**src/rtl/lsu_mem_initiator.sv**
```systemverilog
// Load/store initiator: turns one core load/store at a time into a word-aligned
// valid/ready memory transaction and returns an extended, error-flagged response.
module lsu_mem_initiator #(
    parameter int unsigned TIMEOUT_CYCLES = 255
) (
    input  logic        clock,
    input  logic        reset_n,
    input  logic        req_valid,
    output logic        req_ready,
    input  logic        req_is_load,
    input  logic        req_is_store,
    input  logic [2:0]  req_func3,
    input  logic [31:0] req_addr,
    input  logic [31:0] req_wdata,
    output logic        rsp_valid,
    output logic [31:0] rsp_data,
    output logic        rsp_err,
    output logic        mem_req_valid,
    input  logic        mem_req_ready,
    output logic        mem_we,
    output logic [31:0] mem_addr,
    output logic [31:0] mem_wdata,
    output logic [3:0]  mem_wstrb,
    input  logic        mem_rsp_valid,
    input  logic [31:0] mem_rsp_rdata
);

    localparam logic [1:0] IDLE = 2'd0;
    localparam logic [1:0] REQ  = 2'd1;
    localparam logic [1:0] WAIT = 2'd2;
    localparam logic [1:0] RESP = 2'd3;

    logic [1:0]  state_reg, state_next;
    logic [31:0] cnt_reg, cnt_next;
    logic        is_load_reg, is_load_next;
    logic [2:0]  func3_reg, func3_next;
    logic [1:0]  addr_lo_reg, addr_lo_next;
    logic        mem_we_reg, mem_we_next;
    logic [31:0] mem_addr_reg, mem_addr_next;
    logic [31:0] mem_wdata_reg, mem_wdata_next;
    logic [3:0]  mem_wstrb_reg, mem_wstrb_next;
    logic [31:0] rsp_data_reg, rsp_data_next;
    logic        rsp_err_reg, rsp_err_next;

    logic        op_ok, func3_ok, align_ok, req_legal;
    logic [3:0]  st_wstrb;
    logic [31:0] st_wdata;
    logic [31:0] ld_shifted, ld_data;
    logic [31:0] cnt_inc;
    logic        timeout_hit;

    // Legality is judged on the live request so an illegal one never touches memory.
    always_comb begin
        op_ok = req_is_load ^ req_is_store;
        case (req_func3)
            3'b000, 3'b001, 3'b010: func3_ok = 1'b1;
            3'b100, 3'b101:         func3_ok = req_is_load;
            default:                func3_ok = 1'b0;
        endcase
        case (req_func3[1:0])
            2'b01:   align_ok = ~req_addr[0];
            2'b10:   align_ok = (req_addr[1:0] == 2'b00);
            default: align_ok = 1'b1;
        endcase
        req_legal = op_ok && func3_ok && align_ok;
    end

    always_comb begin
        case (req_func3[1:0])
            2'b00: begin
                st_wstrb = 4'b0001 << req_addr[1:0];
                st_wdata = {4{req_wdata[7:0]}};
            end
            2'b01: begin
                st_wstrb = 4'b0011 << req_addr[1:0];
                st_wdata = {2{req_wdata[15:0]}};
            end
            default: begin
                st_wstrb = 4'b1111;
                st_wdata = req_wdata;
            end
        endcase
    end

    always_comb begin
        ld_shifted = mem_rsp_rdata >> {addr_lo_reg, 3'b000};
        case (func3_reg)
            3'b000:  ld_data = {{24{ld_shifted[7]}}, ld_shifted[7:0]};
            3'b001:  ld_data = {{16{ld_shifted[15]}}, ld_shifted[15:0]};
            3'b100:  ld_data = {24'd0, ld_shifted[7:0]};
            3'b101:  ld_data = {16'd0, ld_shifted[15:0]};
            default: ld_data = ld_shifted;
        endcase
    end

    assign cnt_inc     = cnt_reg + 32'd1;
    assign timeout_hit = (TIMEOUT_CYCLES != 0) && (cnt_inc == TIMEOUT_CYCLES);

    always_comb begin
        state_next     = state_reg;
        cnt_next       = cnt_reg;
        is_load_next   = is_load_reg;
        func3_next     = func3_reg;
        addr_lo_next   = addr_lo_reg;
        mem_we_next    = mem_we_reg;
        mem_addr_next  = mem_addr_reg;
        mem_wdata_next = mem_wdata_reg;
        mem_wstrb_next = mem_wstrb_reg;
        rsp_data_next  = rsp_data_reg;
        rsp_err_next   = rsp_err_reg;
        case (state_reg)
            IDLE: begin
                if (req_valid) begin
                    is_load_next  = req_is_load;
                    func3_next    = req_func3;
                    addr_lo_next  = req_addr[1:0];
                    rsp_data_next = 32'd0;
                    if (req_legal) begin
                        state_next     = REQ;
                        rsp_err_next   = 1'b0;
                        mem_addr_next  = {req_addr[31:2], 2'b00};
                        mem_we_next    = req_is_store;
                        mem_wdata_next = req_is_store ? st_wdata : 32'd0;
                        mem_wstrb_next = req_is_store ? st_wstrb : 4'b0000;
                    end else begin
                        state_next   = RESP;
                        rsp_err_next = 1'b1;
                    end
                end
            end
            REQ: begin
                if (mem_req_ready) begin
                    state_next = WAIT;
                    cnt_next   = 32'd0;
                end
            end
            WAIT: begin
                cnt_next = cnt_inc;
                // A response arriving on the timeout cycle still counts as success.
                if (mem_rsp_valid) begin
                    state_next    = RESP;
                    rsp_err_next  = 1'b0;
                    rsp_data_next = is_load_reg ? ld_data : 32'd0;
                end else if (timeout_hit) begin
                    state_next    = RESP;
                    rsp_err_next  = 1'b1;
                    rsp_data_next = 32'd0;
                end
            end
            default: state_next = IDLE;
        endcase
    end

    always_ff @(posedge clock or negedge reset_n) begin
        if (!reset_n) begin
            state_reg     <= IDLE;
            cnt_reg       <= 32'd0;
            is_load_reg   <= 1'b0;
            func3_reg     <= 3'd0;
            addr_lo_reg   <= 2'd0;
            mem_we_reg    <= 1'b0;
            mem_addr_reg  <= 32'd0;
            mem_wdata_reg <= 32'd0;
            mem_wstrb_reg <= 4'd0;
            rsp_data_reg  <= 32'd0;
            rsp_err_reg   <= 1'b0;
        end else begin
            state_reg     <= state_next;
            cnt_reg       <= cnt_next;
            is_load_reg   <= is_load_next;
            func3_reg     <= func3_next;
            addr_lo_reg   <= addr_lo_next;
            mem_we_reg    <= mem_we_next;
            mem_addr_reg  <= mem_addr_next;
            mem_wdata_reg <= mem_wdata_next;
            mem_wstrb_reg <= mem_wstrb_next;
            rsp_data_reg  <= rsp_data_next;
            rsp_err_reg   <= rsp_err_next;
        end
    end

    assign req_ready     = (state_reg == IDLE);
    assign rsp_valid     = (state_reg == RESP);
    assign rsp_data      = rsp_valid ? rsp_data_reg : 32'd0;
    assign rsp_err       = rsp_valid & rsp_err_reg;
    assign mem_req_valid = (state_reg == REQ);
    assign mem_we        = mem_we_reg;
    assign mem_addr      = mem_addr_reg;
    assign mem_wdata     = mem_wdata_reg;
    assign mem_wstrb     = mem_wstrb_reg;

endmodule

```
**config.mk**
```make
export PLATFORM = sky130hd
export DESIGN_NAME = lsu_mem_initiator
export DESIGN_NICKNAME = d
export VERILOG_FILES = /design/src/rtl/lsu_mem_initiator.sv
export SDC_FILE = /design/constraint.sdc
export NUM_CORES = 1
export LEC_CHECK = 0
export BUFFER_PORTS_ARGS = -buffer_cell sky130_fd_sc_hd__buf_2
export CORE_ASPECT_RATIO = 1.2
export CORE_UTILIZATION = 53
export DETAILED_ROUTE_END_ITERATION = 6
export PLACE_DENSITY = 0.81
export SYNTH_ARGS = -nofsm -noshare
export SYNTH_HDL_FRONTEND = slang
export SYNTH_SLANG_ARGS = --single-unit
```
**constraint.sdc**
```tcl
create_clock -name clock -period 3.91 [get_ports clock]
set_input_delay 0.391 -clock clock [delete_from_list [all_inputs] [get_ports clock]]
set_output_delay 0.391 -clock clock [all_outputs]
set_load 0.01 [all_outputs]
```
==> flow_metrics.tcl, run 1 <==
set metrics [dict create \
    status "completed" \
    drive_gt1_frac 0.302 \
    drtAntennaViolNets 0 \
    synth_top_cell_by_area "dfrtp_1" \
    holdBufCountCts 0 \
    synthArstFlopShare 1.00 \
    yosys_register_bits 140 \
    critPathRequiredTime_ps 4230 \
    hold_slack_ps 105 \
    cp_cell_sequence "nand3_1 -> or4_1 -> a2111oi_0 -> a211oi_1 -> a2111oi_0 -> nand4_1 -> a21o_1 -> buf_4 -> a21o_1" \
    io_buffers 208 \
    grt_max_degree 113 \
    grt_usage 0.283 \
    ios 211 \
    area_growth_pct 22.0 \
    clkTransAtPathRegs_ps 60 \
    netlist.area_leader.share 0.455 \
    dieWidth_um 112 \
    cts-resized-gates 0 \
    reg2reg_slack_ps 420 \
    worst_skew_pair.late_latency_ps 430 \
    hp-class "in -> async" \
    reg2reg_from "cnt_reg[10]" \
    drt_wl_total_um 20600 \
    finalPower_mw 6.18 \
    via_per_inst 5.81 \
    gp_congestion 0.960 \
    slew_headroom 0.215 \
    crit_path_max_incr_delay_ps 670 \
    crit_arrival_ps 3810 \
    dp_cells 1183 \
    rr_endpoint "rsp_data_reg[12]" \
    powerDensity_nw_per_um2 658 \
    yosys_warnings 0 \
    dp_hpwl_um 14800 \
    initial_core_util 0.550 \
    ys_seq_area_frac 0.455 \
    yosysUniqueCellTypes 49 \
    nets 1146 \
    crit_type "reg -> reg" \
    synth-edff-count 0 \
    fillers 1137 \
    die_y_um 134 \
    clockBufferDepth 2 \
    post_cts_buffers 0 \
    h-tree-depth 4 \
    p_leak_nw 4.70 \
    critPathMaxFanout 18 \
    reg2reg_depth 9 \
    grt_pass1_wl_um 33600 \
    final_core_util 0.671 \
    cts_made_buffers 17 \
    core-area_um2 14000 \
    ys.flop_type "dfrtp_1" \
    syn_area_per_cell_um2 9.01 \
    rsz0062_at_grt "false" \
    dr.pass1.iters 6 \
    final.setup.tns_ps 0 \
    fin_cells 1217 \
    overflow 0 \
    syn_area_um2 7700 \
    cts_root_buffer "clkbuf_16" \
    wl_per_cell_um 17.0 \
    vdd_ir_drop_max_v 0.000517 \
    drcViolationCount 0 \
    period_share 0.892 \
    num_vias 7072 \
    row_count 47 \
    die_area_um2 15000 \
    fmax_mhz 287 \
    grt_pass1_vias 6823 \
    finalHoldViolations 0 \
    syn_inst 855 \
    skew_ps 6.02 \
    crit_buf_inv 1 \
    startpoint_type "register" \
    cpLargestDelayFamily "compound AO/OA/AOI/OAI gates" \
    slowest_stage "or4_1" \
    worst_setup_path_end_kind "register" \
    numClockSinks 140 \
    drt_iter0_drc 541 \
    tightest_slew_ps 1170 \
    antenna_found_initial 2 \
    finalSetupViolCount 0 \
    cts_tree "yes" \
    period_needed_ps 3490 \
    drv_cap 0 \
    synth_area_leaders "dfrtp_1 (45%), o21ai_0 (8.4%), mux2_2 (7.6%)" \
    slew_violations 0 \
]
-- layout by cell type, fill, tap and decap left out, types with 10 or more instances in the layout --
cell / n
a21oi_1: 28
a22o_1: 25
a31oi_1: 10
and2_1: 36
buf_2: 207
buf_4: 15
clkbuf_16: 17
dfrtp_1: 140
inv_1: 12
mux2_2: 52
mux2i_1: 22
nand2_1: 151
nand3_1: 17
nand4_1: 19
nor2_1: 39
o21ai_0: 129
-- Yosys cell counts, types with 2 or more instances --
cell type	instances
nor4_1	7
xnor2_1	3
and4_1	4
nand2_1	151
a22oi_1	9
mux2_2	52
buf_4	2
nand2b_1	7
inv_1	12
buf_2	4
ha_1	9
buf_1	6
a21oi_1	28
nor3b_1	3
o21ai_0	129
o41ai_1	4
buf_6	2
nand3_1	17
mux2i_1	23
nor3_1	5
and2_1	36
clkbuf_1	52
nor2b_1	3
and3_1	8
a211oi_1	3
dfrtp_1	140
nand4_1	19
a31oi_1	10
a21o_1	9
or2_2	2
nor2_1	39
a22o_1	25
a2111oi_0	2
or3_1	9
o2bb2ai_1	7
-- kinds of logic after synthesis --
kind of cell	after synthesis	synth area share
simple gates	316	0.198
compound gates	231	0.179
flops	140	0.455
buf+inv	79	0.0422
mux	75	0.106
fa+ha+maj	9	0.0146
xor+xnor	4	0.00455
other cells	1	0.000487
-- worst max path at each step --
stage	start	cells past startpoint	end	slack (ps)
2_1_floorplan	cnt_reg[0]	10	state_reg[0]	970
3_3_place_gp	cnt_reg[4]	9	rsp_data_reg[7]	550
3_5_place_dp	cnt_reg[10]	9	rsp_data_reg[12]	470
4_1_cts	cnt_reg[0]	10	rsp_data_reg[12]	450
5_1_grt	cnt_reg[1]	11	rsp_data_reg[12]	80
6_report	cnt_reg[10]	9	rsp_data_reg[12]	420
-- area by class of cell --
type                    instances  area, um2  share of cell area
clock buffers                  18        439              0.0468
repair buffers                223       1160               0.123
diodes                          2       5.00            0.000533
flip-flops and latches        140       3500               0.373
well taps                     171        214              0.0228
clock inverters                14        138              0.0147
multi-input cells             637       3890               0.414
inverters                      12       45.0             0.00479
-- worst register-to-register path: cells and delay by family (launching register included) --
family,cells,cell delay (ps)
buffers and inverters,1,300
DFF,1,520
and+or+nand+nor,3,1060
AOI/OAI and AO/OA,5,1490
-- layer usage --
metal / wire length (um) / part of all wire / global-route usage / vias to the layer above
li1: - / - / - / 3377
met3: 1350 / 0.066 / 0.0795 / 48
met1: 8530 / 0.41 / 0.355 / 3398
met2: 10100 / 0.49 / 0.457 / 249
met4: 635 / 0.031 / 0.128 / 0
met5: 0 / 0 / 0 / -
-- metrics by stage --
stage          worst slack (ps)  area [um2]
2_1_floorplan               975        7710
3_3_place_gp                550        8810
3_5_place_dp                465        8810
4_1_cts                     447        9390
5_1_grt                    81.2        9390
6_report                    421        9390
-- report_power, final --
group	total (mW)	switching [mW]	internal (mW)
clock network	1.57	0.666	0.902
registers	2.30	0.332	1.97
logic	2.31	1.35	0.960
total	6.18	2.35	3.83
Note: power is estimated with default switching activity, not from simulation.
==> run 2, diff against run 1 <==
Settings changed: CORE_UTILIZATION 53 to 48, PLACE_DENSITY 0.81 to 0.77.
Clock period 3.91 ns to 3.1 ns, I/O delays scaled along.
==> run 2 against run 1 <==
Compared with the run above:
- count of clock-buffer cells in the layout down 1
- worst setup slack worse by 260 ps
- power up 28%
- sequential power rose by 25%
- global-route usage is 3.3 points lower
- final area grew 3.6%
- hold slack hardly changed
- die area grew 10%
- sequential share of layout area shrank 1.3 points
- first-iteration DRC count shrank 7.6%
- clock power grew 25%
- fmax increased by 19%
- critical path type unchanged
- largest power group unchanged
==> flow_metrics.tcl, run 2 (synthesis results as in run 1) <==
set metrics [dict create \
    tightest_slew_ps 625 \
    p_leak_nw 4.88 \
    clkTransAtPathRegs_ps 70 \
    timing.critical_path.mode_cell "nand4_1" \
    crit_buf_inv 1 \
    grt_pass1_wl_um 33100 \
    status "completed" \
    critPathRequiredTime_ps 3420 \
    reg2reg_depth 9 \
    cp_cell_sequence "nand4_1 -> buf_4 -> nor4_1 -> mux2i_1 -> nand2_1 -> a2111oi_0 -> nand4_1 -> a21boi_0 -> mux2_2" \
    slowest_stage "nor4_1" \
    final_core_util 0.622 \
    cts_root_buffer "clkbuf_16" \
    critPathMaxFanout 10 \
    nets 1177 \
    overflow 0 \
    fin_cells 1283 \
    crit_arrival_ps 3260 \
    powerDensity_nw_per_um2 813 \
    die_area_um2 16600 \
    finalHoldViolations 0 \
    period_needed_ps 2940 \
    wl_per_cell_um 16.1 \
    whs_path_depth 2 \
    worst_setup_path_end_kind "register" \
    antenna_found_initial 1 \
    slew_violations 0 \
    slew_headroom 0.583 \
    drive_gt1_frac 0.326 \
    layout_commonest_cell "buf_2" \
    skew_ps 11.7 \
    fin_ws_ps 158 \
    antenna_cells 0 \
    cpLargestDelayFamily "simple AND/OR/NAND/NOR gates" \
    startpoint_type "register" \
    io_buffers 208 \
    grt_usage 0.250 \
    cp.depth 9 \
    drt_wl_total_um 20700 \
    drcViolationCount 0 \
    dr.pass1.iters 5 \
    dp_cells 1249 \
    h-tree-depth 4 \
    dieWidth_um 118 \
    drv_cap 0 \
    area_growth_pct 26.3 \
    finalSetupViolCount 0 \
    via_per_inst 5.54 \
    die_y_um 141 \
    crit_type "reg -> reg" \
    numClockSinks 140 \
    core-area_um2 15600 \
    drtAntennaViolNets 0 \
    hp-class "in -> reg" \
    initial_core_util 0.492 \
    worst_skew_pair.late_latency_ps 430 \
    most-common-layout-cells "buf_2 (207), nand2_1 (151), dfrtp_1 (139)" \
    cts_tree "yes" \
    row_count 50 \
    fmax_mhz 340 \
    clockBufferDepth 2 \
    num_vias 7114 \
    grt_pass1_vias 6778 \
    crit_path_max_incr_delay_ps 480 \
    period_share 0.949 \
    fillers 1352 \
    ios 211 \
    dpl_worst_slack_ps 41.5 \
    dp_hpwl_um 15100 \
    cts_made_buffers 17 \
    gp_congestion 0.888 \
    final.setup.tns_ps 0 \
    vdd_ir_drop_max_v 0.000526 \
    grt_max_degree 84 \
    drt_iter0_drc 500 \
]
-- run 2: changes by cell type in the layout (fill, tap and decap cells not counted), sizes merged --
cell	delta
buf	+30
clkinv	-3
clkbuf	-1
bufinv	-1
diode	-2
inv	+5
dlygate4sd3	+1
-- run 2: power by group --
group,switching [mW],internal [mW]
Clock,0.901,1.07
Combinational,1.74,1.31
Sequential,0.401,2.48
Total,3.05,4.86
-- run 2: worst paths after layout --
kind                                  start                to  slack (ps)
min in group asynchronous           reset_n     mem_wdata[17]         430
min reg2reg                rsp_data_reg[15]  rsp_data_reg[15]         470
max in group asynchronous           reset_n        cnt_reg[3]        1840
min                            req_addr[17]      mem_addr[17]         110
max                              cnt_reg[3]      state_reg[0]         160
max reg2reg                      cnt_reg[3]      state_reg[0]         160
-- run 2: final cells by class --
type | count | area (um2) | share of cell area
inverters | 12 | 45.0 | 0.00463
multi-input cells | 637 | 3920 | 0.403
clock inverters | 15 | 153 | 0.0157
flip-flops and latches | 140 | 3500 | 0.360
clock buffers | 17 | 425 | 0.0437
well taps | 208 | 260 | 0.0268
repair buffers | 254 | 1420 | 0.146
-- run 2: what timing repair did --
item                                    4_1_cts  5_1_grt
hold buffers                                  1        0
endpoints found under the hold margin        57        0
gates resized for setup                       0        7
endpoints found under the setup margin        0       35
setup buffers                                 0        1
-- run 2: layer usage --
layer	global-route usage	vias up	share of wire
met2	0.408	261	0.48
met5	0	-	0.00063
met4	0.110	2	0.027
met3	0.0752	44	0.071
met1	0.307	3381	0.42
li1	-	3426	-
-- run 2: per-stage QoR --
step	hold slack (ps)	cell area (um2)	total power [mW]
after floorplan	14.4	7710	4.76
after detailed placement	311	9100	5.93
after global placement	317	9100	5.83
final	105	9730	7.91
after global routing	96.3	9730	8.39
after CTS	91.3	9690	7.92
-- run 2: worst register-to-register path: stages (launching register included) --
cell	delay (ps)
dfrtp_2	400
nand4_1	140
buf_4	210
nor4_1	480
mux2i_1	240
nand2_1	70
a2111oi_0	360
nand4_1	220
a21boi_0	340
mux2_2	370
==> run 3, diff against run 2 <==
Settings changed: CORE_UTILIZATION 48 to 45, PLACE_DENSITY 0.77 to 0.73.
==> run 3 against run 2 <==
Compared with the run above:
- flip-flop and latch count unchanged
- combinational power decreased by 1%
- utilization decreased by 3.9 points
- critical path depth increased by 2
- sequential power about the same
- die area increased by 6.6%
- worst setup slack improved by 29 ps
- critical path type unchanged
- critical endpoint is now rsp_err_reg
- largest power group unchanged
- highest routed layer is now met4
==> flow_metrics.tcl, run 3 (synthesis results as in run 1) <==
set metrics [dict create \
    crit_type "reg -> reg" \
    p_leak_nw 4.90 \
    period_needed_ps 2910 \
    crit_path_max_incr_delay_ps 430 \
    core-area_um2 16800 \
    reg2reg_slack_ps 190 \
    antenna_found_initial 0 \
    drive_gt1_frac 0.332 \
    cp-startpoint "cnt_reg[0]" \
    switching_power_mw 3.08 \
    final_core_util 0.583 \
    crit_buf_inv 3 \
    critPathMaxFanout 33 \
    clkTransAtPathRegs_ps 70 \
    grt_pass1_vias 6992 \
    hp-class "in -> reg" \
    dr.pass1.iters 5 \
    fin_ws_ps 187 \
    hold_end "mem_addr[9]" \
    fmax_mhz 343 \
    comb_power_share 0.380 \
    die_y_um 145 \
    row_count 52 \
    h-tree-depth 4 \
    dp_cells 1259 \
    worst_setup_path_end_kind "register" \
    grt_max_degree 104 \
    fin_cells 1295 \
    clkPwrFrac 0.256 \
    rr_endpoint "rsp_err_reg" \
    finalPower_mw 7.94 \
    slowest_stage "dfrtp_2" \
    initial_core_util 0.459 \
    wl_per_cell_um 16.3 \
    reg2reg_from "cnt_reg[0]" \
    cp_cell_sequence "nand4_1 -> buf_4 -> nor4_2 -> buf_4 -> and4_1 -> mux2i_1 -> a21oi_1 -> nand4_1 -> a21o_1 -> buf_12 -> mux2_2" \
    dpl_worst_slack_ps -40.0 \
    antenna_cells 0 \
    drt_iter0_drc 399 \
    finalSetupViolCount 0 \
    reg2reg_depth 11 \
    cts_root_buffer "clkbuf_16" \
    p_seq_frac 0.363 \
    cts_tree "yes" \
    skew_ps 7.75 \
    via_per_inst 5.44 \
    area_growth_pct 27.1 \
    clockBufferDepth 2 \
    period_share 0.940 \
    overflow 0 \
    finalHoldViolations 0 \
    cpLargestDelayFamily "simple AND/OR/NAND/NOR gates" \
    dieWidth_um 121 \
    powerDensity_nw_per_um2 811 \
    critPathRequiredTime_ps 3410 \
    drt_wl_total_um 21100 \
    whs_path_depth 2 \
    num_vias 7045 \
    internal-power_mw 4.86 \
    most-common-layout-cells "buf_2 (207), nand2_1 (151), dfrtp_1 (138)" \
    worstHoldStart "req_addr[9]" \
    layout_commonest_cell "buf_2" \
    tightest_slew_ps 1140 \
    status "completed" \
    cts_made_buffers 17 \
    nets 1181 \
    numClockSinks 140 \
    slew_headroom 0.236 \
    drtAntennaViolNets 0 \
    startpoint_type "register" \
    slew_violations 0 \
    drcViolationCount 0 \
    die_area_um2 17600 \
    crit_arrival_ps 3220 \
    grt_usage 0.249 \
    io_buffers 208 \
    worst_skew_pair.late_latency_ps 420 \
    power.share.switching 0.388 \
    dp_hpwl_um 15200 \
    ios 211 \
    vdd_ir_drop_max_v 0.000569 \
    grt_pass1_wl_um 34700 \
    drv_cap 0 \
    gp_congestion 0.906 \
]
-- run 3: stage by stage --
step / cell area [um2] / setup TNS [ps] / hold WS (ps)
2_1_floorplan: 7710 / 0 / 14.4
3_3_place_gp: 9130 / 0 / 372
3_5_place_dp: 9130 / -120 / 374
4_1_cts: 9730 / 0 / 93.0
5_1_grt: 9790 / -15.1 / 98.3
6_report: 9790 / 0 / 109
-- run 3: what timing repair did --
action | 4_1_cts | 5_1_grt
setup endpoints to repair | 18 | 35
endpoints found under the hold margin | 68 | 0
pin swaps | 0 | 2
buffers inserted | 0 | 3
resized for setup | 4 | 8
hold buffers | 1 | 0
-- run 3: worst register-to-register path, delay by kind of cell, from the launching register on --
family / cells / cell delay (ps)
AO/OA/AOI/OAI: 2 / 280
buffers and inverters: 3 / 610
flip-flops: 1 / 430
multiplexers: 2 / 570
AND/OR/NAND/NOR: 4 / 920
-- run 3: how the worst max path moves through the flow --
| stage | endpoint | slack, ps | cells after the start |
|---|---|---|---|
| after CTS | rsp_err_reg | 8 | 9 |
| after detailed placement | rsp_err_reg | -40 | 9 |
| after global placement | rsp_err_reg | 30 | 9 |
| after floorplan | state_reg[0] | 160 | 10 |
| after global routing | rsp_err_reg | -20 | 11 |
| final | rsp_err_reg | 190 | 11 |
-- run 3: area by class of cell --
| class | count | area, um2 |
|---|---|---|
| fill | 1495 | 6990 |
| sequential | 140 | 3510 |
| multi-input combinational | 637 | 3930 |
| tap | 216 | 270 |
| timing repair buffer | 258 | 1450 |
| clock inverter | 15 | 169 |
| clock buffer | 17 | 425 |
| inverter | 12 | 45.0 |
-- run 3: power groups by stage --
stage	registers (mW)	clock network, mW	logic (mW)
final	2.89	2.03	3.02
after global routing	2.97	2.15	3.35
after CTS	2.88	2.07	3.02
after detailed placement	2.90	0	3.01
after global placement	2.88	0	2.96
after floorplan	2.99	0	1.77
-- run 3: layer usage --
layer	GRT usage	share of wire	vias to the layer above
li1	-	-	3452
met5	0	0	-
met2	0.410	0.49	223
met3	0.0535	0.051	43
met1	0.308	0.43	3327
met4	0.117	0.030	0
